--- config.mk ---
export PLATFORM = sky130hd
export DESIGN_NAME = rr_mux4
export DESIGN_NICKNAME = d
export VERILOG_FILES = /design/src/rtl/rr_mux4_pkg.sv /design/src/rtl/rr_arb4.sv /design/src/rtl/rr_mux4.sv
export SDC_FILE = /design/constraint.sdc
export NUM_CORES = 1
export LEC_CHECK = 0
export BUFFER_PORTS_ARGS = -buffer_cell sky130_fd_sc_hd__buf_4
export CAP_MARGIN = 20
export CORE_UTILIZATION = 49
export DETAILED_ROUTE_END_ITERATION = 12
export GPL_TIMING_DRIVEN = 0
export PLACE_DENSITY_LB_ADDON = 0.12
export SLEW_MARGIN = 20
export SYNTH_ARGS = -nofsm -noshare
export SYNTH_HDL_FRONTEND = slang
export SYNTH_HIERARCHICAL = 1
export SYNTH_SLANG_ARGS = --single-unit
export TNS_END_PERCENT = 50
--- constraint.sdc ---
create_clock -name clk -period 4.2 [get_ports clk]
set_clock_uncertainty 0.05 [all_clocks]
set_input_delay 0 -clock clk [delete_from_list [all_inputs] [get_ports clk]]
set_output_delay 0 -clock clk [all_outputs]
set_load 0.02 [all_outputs]
--- src/rtl/rr_mux4_pkg.sv ---
// rr_mux4_pkg: shared channel count, default data width and channel index type
package rr_mux4_pkg;
    localparam int NUM_CH    = 4;
    localparam int DEF_WIDTH = 8;
    typedef logic [1:0] sel_t;
endpackage

--- src/rtl/rr_arb4.sv ---
// rr_arb4: 4-way round-robin grant search starting at ptr_i
module rr_arb4
    import rr_mux4_pkg::*;
(
    input  logic [NUM_CH-1:0] req_i,
    input  sel_t              ptr_i,
    input  logic              en_i,
    output logic [NUM_CH-1:0] gnt_o,
    output sel_t              idx_o,
    output logic              any_o
);
    // Scan from the farthest offset down so the offset closest to ptr_i wins.
    always_comb begin
        gnt_o = '0;
        idx_o = '0;
        any_o = 1'b0;
        for (int k = NUM_CH - 1; k >= 0; k--) begin
            if (en_i && req_i[sel_t'(ptr_i + sel_t'(k))]) begin
                idx_o = sel_t'(ptr_i + sel_t'(k));
                gnt_o = NUM_CH'(1) << idx_o;
                any_o = 1'b1;
            end
        end
    end
endmodule

--- src/rtl/rr_mux4.sv ---
// rr_mux4: 4-to-1 round-robin mux into a one-entry output register.
// Define RR_MUX4_PARITY_EN to add the registered even-parity output o_par.
module rr_mux4
    import rr_mux4_pkg::*;
#(
    parameter int WIDTH = DEF_WIDTH
) (
    input  logic                    clk,
    input  logic                    rst,
    input  logic [NUM_CH-1:0]       i_valid,
    input  logic [NUM_CH*WIDTH-1:0] i_data,
    output logic [NUM_CH-1:0]       i_ready,
`ifdef RR_MUX4_PARITY_EN
    output logic                    o_par,
`endif
    output logic                    o_valid,
    output logic [WIDTH-1:0]        o_data,
    output sel_t                    o_sel,
    input  logic                    o_ready
);
    logic             valid_q, valid_d;
    logic [WIDTH-1:0] data_q, data_d;
    sel_t             sel_q, sel_d, ptr_q, ptr_d, gnt_idx;
    logic             any_gnt, load;
    logic [WIDTH-1:0] ch [NUM_CH];

    for (genvar n = 0; n < NUM_CH; n++) begin : g_ch
        assign ch[n] = i_data[n*WIDTH +: WIDTH];
    end

    assign load = !valid_q || o_ready;

    // Gating with rst keeps i_ready low while reset is held.
    rr_arb4 u_arb (
        .req_i (i_valid),
        .ptr_i (ptr_q),
        .en_i  (load && !rst),
        .gnt_o (i_ready),
        .idx_o (gnt_idx),
        .any_o (any_gnt)
    );

    // A grant replaces the register; an empty loadable cycle only drops valid.
    always_comb begin
        valid_d = any_gnt ? 1'b1 : (load ? 1'b0 : valid_q);
        data_d  = any_gnt ? ch[gnt_idx] : data_q;
        sel_d   = any_gnt ? gnt_idx : sel_q;
        ptr_d   = any_gnt ? sel_t'(gnt_idx + 2'd1) : ptr_q;
    end

    // Output register and round-robin pointer.
    always_ff @(posedge clk or posedge rst) begin
        if (rst) begin
            valid_q <= 1'b0;
            data_q  <= '0;
            sel_q   <= '0;
            ptr_q   <= '0;
        end else begin
            valid_q <= valid_d;
            data_q  <= data_d;
            sel_q   <= sel_d;
            ptr_q   <= ptr_d;
        end
    end

`ifdef RR_MUX4_PARITY_EN
    logic par_q, par_d;

    // Parity is computed on the incoming word so it stays aligned with o_data.
    always_comb begin
        par_d = any_gnt ? ^ch[gnt_idx] : par_q;
    end

    // Parity register, loaded alongside the data register.
    always_ff @(posedge clk or posedge rst) begin
        if (rst) par_q <= 1'b0;
        else     par_q <= par_d;
    end

    assign o_par = par_q;
`endif

    assign o_valid = valid_q;
    assign o_data  = data_q;
    assign o_sel   = sel_q;
endmodule

# Yosys cells after proc, flatten, opt, wreduce, memory -nomap -nowiden
# Cells that the tools add are included.
word_totals:
  input_bits: 39
  regBits: 13
  output_inout_bits: 15
  wordCells: 52
op_classes:
  addsub: 4
  mux: 25
  shift: 4
  reduce_logical: 9
  n_lt_le_gt_ge: 5
  n_bitwise: 1
ops:
  columns: ["op", "count"]
  rows:
  - ["binary-select mux 8 bit (select 2 bit)", 1]
  - ["two-way mux 4 bit", 4]
  - ["two-way mux 8 bit", 2]
  - ["<< shifter 1 x 2 -> 4 bit (first input constant)", 4]
  - ["less-than comparator 2 x 3 -> 1 bit (second input constant)", 4]
  - ["two-way mux 1 bit", 10]
  - ["binary-select mux 1 bit (select 2 bit)", 4]
  - ["two-way mux 2 bit", 4]
  - ["logical AND 1 bit", 5]
  - ["adder 2 x 1 -> 2 bit (second input constant)", 2]
  - ["adder 2 bit (second input constant)", 2]
  - [">= comparator 3 bit (second input constant)", 1]
  - ["NOT 2 -> 3 bit", 1]
  - ["zero test 1 bit", 2]
  - ["nonzero test 2 bit", 1]
  - ["logical OR 1 bit", 1]

# Logic depth before layout (Yosys ltp)
logic_depth:
  depth_word: 12
  ltp_mapped: 13
  mapped_depth_nobuf: 8

# Hierarchy
# The synthesis kept the hierarchy.
by_module_without_submodules:
  columns: ["mod", "seq_area_each_um2", "n_inst", "area_per_inst_um2", "cells_per_inst"]
  rows:
  - ["rr_mux4", 325.3, 1, 733.2, 63]
  - ["rr_arb4", 0.0, 1, 633.1, 84]

# Least setup slack after synthesis
# Ideal clock, no wire load.
synth_timing:
  kind: "flip-flop to flip-flop"
  from: "register ptr_q[0]"
  to: "register data_q[0], in the netlist o_data[0]"
  setup_ns: 0.138
  t_arrival_ns: 2.755
  t_required_ns: 4.012
  slack_ns: 1.257
  stages_incl_launch_ff: 14
  path_buffers: 5
  synth_period_minus_slack_ns: 2.943
  cell_sequence: "dfrtp_1 -> buf_6 -> buf_2 -> inv_1 -> ha_1 -> clkbuf_1 -> mux4_2 -> nand3_1 -> nand2_1 -> nor3_1 -> buf_6 -> buf_12 -> mux2i_1 -> o221ai_1"
synth_via:
  elab_chain_len: 12
  elab_cells_between_ends: 27
  cone_classes: "3 x add/sub; 19 x mux; 1 x bitwise; 4 x reduce/logical"
synth_rtl:
  columns: ["item", "line", "source"]
  rows:
  - ["start, declared", "rr_mux4.sv:23", "sel_t sel_q, sel_d, ptr_q, ptr_d, gnt_idx;"]
  - ["start signal, assigned", "rr_mux4.sv:62", "ptr_q <= ptr_d;"]
  - ["adder 2 bit", "rr_arb4.sv:18, rr_arb4.sv:19", null]
  - ["binary-select mux 1 bit (select 2 bit)", "rr_arb4.sv:18", "if (en_i && req_i[sel_t'(ptr_i + sel_t'(k))]) begin"]
  - ["two-way mux 1 bit (implied by the code)", "rr_arb4.sv:18", null]
  - ["logical AND 1 bit", "rr_arb4.sv:18", null]
  - ["two-way mux 2 bit (3 in series)", "rr_arb4.sv:18", null]
  - ["two-way mux 2 bit *", "rr_arb4.sv:18", null]
  - ["via gnt_idx[0]", "rr_mux4.sv:23", null]
  - ["NOT 2 -> 3 bit (implied by the code) *", "rr_mux4.sv:46", "data_d = any_gnt ? ch[gnt_idx] : data_q;"]
  - ["binary-select mux 8 bit (select 2 bit) *", "rr_mux4.sv:46", null]
  - ["two-way mux 8 bit (implied by the code) * (2 in series)", "rr_mux4.sv:46", null]
  - ["end signal, assigned", "rr_mux4.sv:60", "data_q <= data_d;"]
  - ["end, declared", "rr_mux4.sv:22", "logic [WIDTH-1:0] data_q, data_d;"]
# The timed path passes the listed nets; every way through them passes the cells marked *. The select of a mux whose other input is x is not followed.
# A chain may end at the register's enable or synchronous reset.

# Worst setup path in the final report
layout_timing:
  from: "register ptr_q[0]"
  to: "register data_q[4], in the netlist o_data[4]"
# Same word-level chain as after synthesis.

==> results.txt <==
endpoints failing hold = 2
starting DRC count in detailed routing = 34
Pre-Repair DR Iteration Count = 4
r2r startpoint = ptr_q[0]$_DFFE_PP0P_
number of hold-repair buffers added at the cts stage = 7
TritonCTS Sinks = 13
critical path fanouts, max = 10
highest clock rate = 0.254 GHz
Die Footprint = 3000 sq um
half-perimeter wire length after detailed placement = 2.55 mm
placement row count = 18
number of buffer cells added on primary ports = 52
total detailed-routing wirelength = 3.39 mm
H-tree depth reported by CTS = 1
Worst Max-Slew Pin Slew = 467 ps
buffer type at the clock tree root = sky130_fd_sc_hd__clkbuf_4
required time at the endpoint of the critical path = 4310 ps
combined area of all synthesized cells = 1370 sq um
post-synthesis sequential area ratio = 0.238
via count of the first global-routing pass = 1281
maximum vdd drop = 0.000277 V
total number of nets in the final design = 257
violations in the final reports = negative hold slack
Synth-to-Final Area Change = 38.5%
top_reg_cell synth = sky130_fd_sc_hd__dfrtp_1
hold path endpoint = o_data[3]$_DFFE_PP0P_
final setup slack of the worst path = 260 ps
fraction of layout cells with a size suffix above 1 = 0.343
HP Start = i_data[27]
Worst R2R End = o_data[4]$_DFFE_PP0P_
Initial Util = 0.537
global-route wire length before repair = 5.56 mm
Finish-stage setup viols = 0
cell count after synthesis = 147
post-cts gate resize count = 0
height of the die = 54.8 microns
Yosys warnings = 6
Clock transition at path regs = 80 ps
overall power consumption = 0.000685 W
number of flops mapped to enable cells by yosys = 0
# fillers = 182
Critical Path End Type = register
syn_nets = 193
DR DRC count = 0
Slew Limit Fails = 0
proportion of synthesized flip-flops having asynchronous set or reset = 1.00
grt total ovfl = 0
I/O pin count = 54
GPL Wtd Cong = 0.805
via density per instance = 5.65
area of the core = 2540 sq um
worst setup timing slack at the placement stage = 815 ps
maximum number of pins on one net before global-route repair = 14
post-route cell area = 1890 sq um
number of library cell types mapped by synthesis = 37
sum of negative setup slack = 0 ps
depth of the worst hold-timing path = 3
static power due to leakage = 0.899 nW
post-layout util = 0.743
Hold WC Path Type = in -> reg
area after detailed placement = 1790 sq um
register-to-register path setup slack = 260 ps
GRT Total Usage = 0.258
source-to-sink clock delay at the later pin of the worst-skew pair = 280 ps
CP arrival = 4050 ps
number of synthesized register bits = 13
startpoint-to-endpoint class of the critical path = reg -> reg
worst rel slew slack = 0.686
CP startpoint kind = register
clock tree from TritonCTS = done
setup fix buffers added after clock tree synthesis = 0
setup repair after global routing missed its margin = false
clk buf depth = 2
synthesized area divided by synthesized cell count = 9.29 sq um
antenna violations before repair = 0
ANT nets after route = 0
fraction of the cycle the final worst path needs = 0.938
cts bufs inserted = 3
reported max-cap violation count = 0
result of the run = complete, but fails checks
DR WL/cell = 14.1 microns
time the final worst path needs with I/O delays and setup = 3940 ps
Post-Route Hold Slack = -7.34 ps
ANT cells = 0
via count = 1355
number of cells traversed by the worst register-to-register path = 14
die width = 54.8 microns
Pwr per Cell Area = 362 nW/um^2
==> how the worst max path moves through the flow <==
| stage | start | endpoint | slack (ps) |
|---|---|---|---|
| 3_3_place_gp | ptr_q[0]$_DFFE_PP0P_ | o_data[0]$_DFFE_PP0P_ | 880 |
| 6_report | ptr_q[0]$_DFFE_PP0P_ | o_data[4]$_DFFE_PP0P_ | 260 |
| 3_5_place_dp | ptr_q[0]$_DFFE_PP0P_ | o_data[5]$_DFFE_PP0P_ | 820 |
| 5_1_grt | ptr_q[0]$_DFFE_PP0P_ | o_data[4]$_DFFE_PP0P_ | 40 |
| 4_1_cts | ptr_q[0]$_DFFE_PP0P_ | o_data[4]$_DFFE_PP0P_ | 310 |
| 2_1_floorplan | ptr_q[0]$_DFFE_PP0P_ | o_data[0]$_DFFE_PP0P_ | 1260 |
==> worst max-delay path, stage by stage, from the launching register on <==
cell and delay, ps:
sky130_fd_sc_hd__dfrtp_1 450, sky130_fd_sc_hd__buf_6 160, sky130_fd_sc_hd__buf_2 220, sky130_fd_sc_hd__inv_1 180, sky130_fd_sc_hd__ha_1 310, sky130_fd_sc_hd__clkbuf_1 310, sky130_fd_sc_hd__mux4_2 470, sky130_fd_sc_hd__nand3_1 130
sky130_fd_sc_hd__nand2_1 60, sky130_fd_sc_hd__nor3_1 250, sky130_fd_sc_hd__buf_6 220, sky130_fd_sc_hd__buf_12 150, sky130_fd_sc_hd__mux2i_1 190, sky130_fd_sc_hd__dlygate4sd3_1 560, sky130_fd_sc_hd__o221ai_1 110
==> power by group <==
part	switching, W	internal [W]
Combinational	0.000224	0.000202
Clock	0.0000416	0.0000354
Sequential	0.0000260	0.000156
Total	0.000292	0.000393
==> state kept, by name, summed over array words and instances, names as in the netlist <==
name and flops:
o_data 8, o_sel 2, o_valid 1, ptr_q 2
==> layer usage <==
metal,GRT usage,vias up,wire (microns)
met2,0.470,64,1730
met4,0.0855,0,36
met1,0.309,613,1430
met5,0,-,0
met3,0.0278,5,187
li1,-,673,-
==> cell usage after synthesis (all sizes together) (2+ instances only) <==
cell type  number  share of area
a21oi          11          0.040
a221o           4          0.033
and3b           2          0.013
buf             8          0.051
clkbuf          5          0.014
dfrtp          13           0.24
ha              7          0.064
inv            11          0.030
mux2i          24           0.18
mux4            2          0.036
nand2           7          0.021
nand2b         12          0.055
nand3           2         0.0073
nand3b          2          0.011
nor2            3         0.0082
nor3            3          0.011
nor3b           2          0.011
o2111ai         2          0.013
o21ai           2         0.0073
o221ai         10          0.064
or3b            4          0.026
==> stage by stage <==
stage	instances	hold slack, ps
CTS	240	0.00663
detailed placement	229	6.90
global route	240	9.31
floorplan	147	-173
global placement	229	12.1
finish	240	-7.34
==> placed cells by master (no fill, tap or decap), types with 5 or more instances in the layout <==
master | synthesis | routed
sky130_fd_sc_hd__inv_1 | 11 | 11
sky130_fd_sc_hd__ha_1 | 7 | 7
sky130_fd_sc_hd__dlygate4sd3_1 | 0 | 7
sky130_fd_sc_hd__a21oi_1 | 11 | 11
sky130_fd_sc_hd__dfrtp_1 | 13 | 13
sky130_fd_sc_hd__mux2i_1 | 24 | 24
sky130_fd_sc_hd__nand2b_1 | 12 | 12
sky130_fd_sc_hd__buf_4 | 1 | 53
sky130_fd_sc_hd__o221ai_1 | 10 | 10
sky130_fd_sc_hd__nand2_1 | 6 | 6
sky130_fd_sc_hd__clkbuf_1 | 5 | 5
==> cell type report <==
| cell class | instances | area [sq um] | area share |
|---|---|---|---|
| Timing Repair Buffer | 59 | 460 | 0.243 |
| Multi-Input combinational cell | 110 | 911 | 0.481 |
| Tap cell | 30 | 37.5 | 0.0198 |
| Sequential cell | 13 | 325 | 0.172 |
| Clock buffer | 3 | 22.5 | 0.0119 |
| Clock inverter | 1 | 5.00 | 0.00265 |
| Inverter | 11 | 41.3 | 0.0218 |
| Buffer | 13 | 88.8 | 0.0470 |
==> kinds of logic (layout without fill, tap and decap cells) <==
kind of cell             after synthesis  after routing  synth area share
flip-flops                            13             13             0.238
AND/OR/NAND/NOR                       38             38             0.168
AO/OA/AOI/OAI                         37             37             0.209
multiplexers                          27             27             0.220
buffers and inverters                 24             87            0.0952
XOR/XNOR                               1              1           0.00641
adder cells (fa/ha/maj)                7              7            0.0641
(Power assumes the default switching activity.)
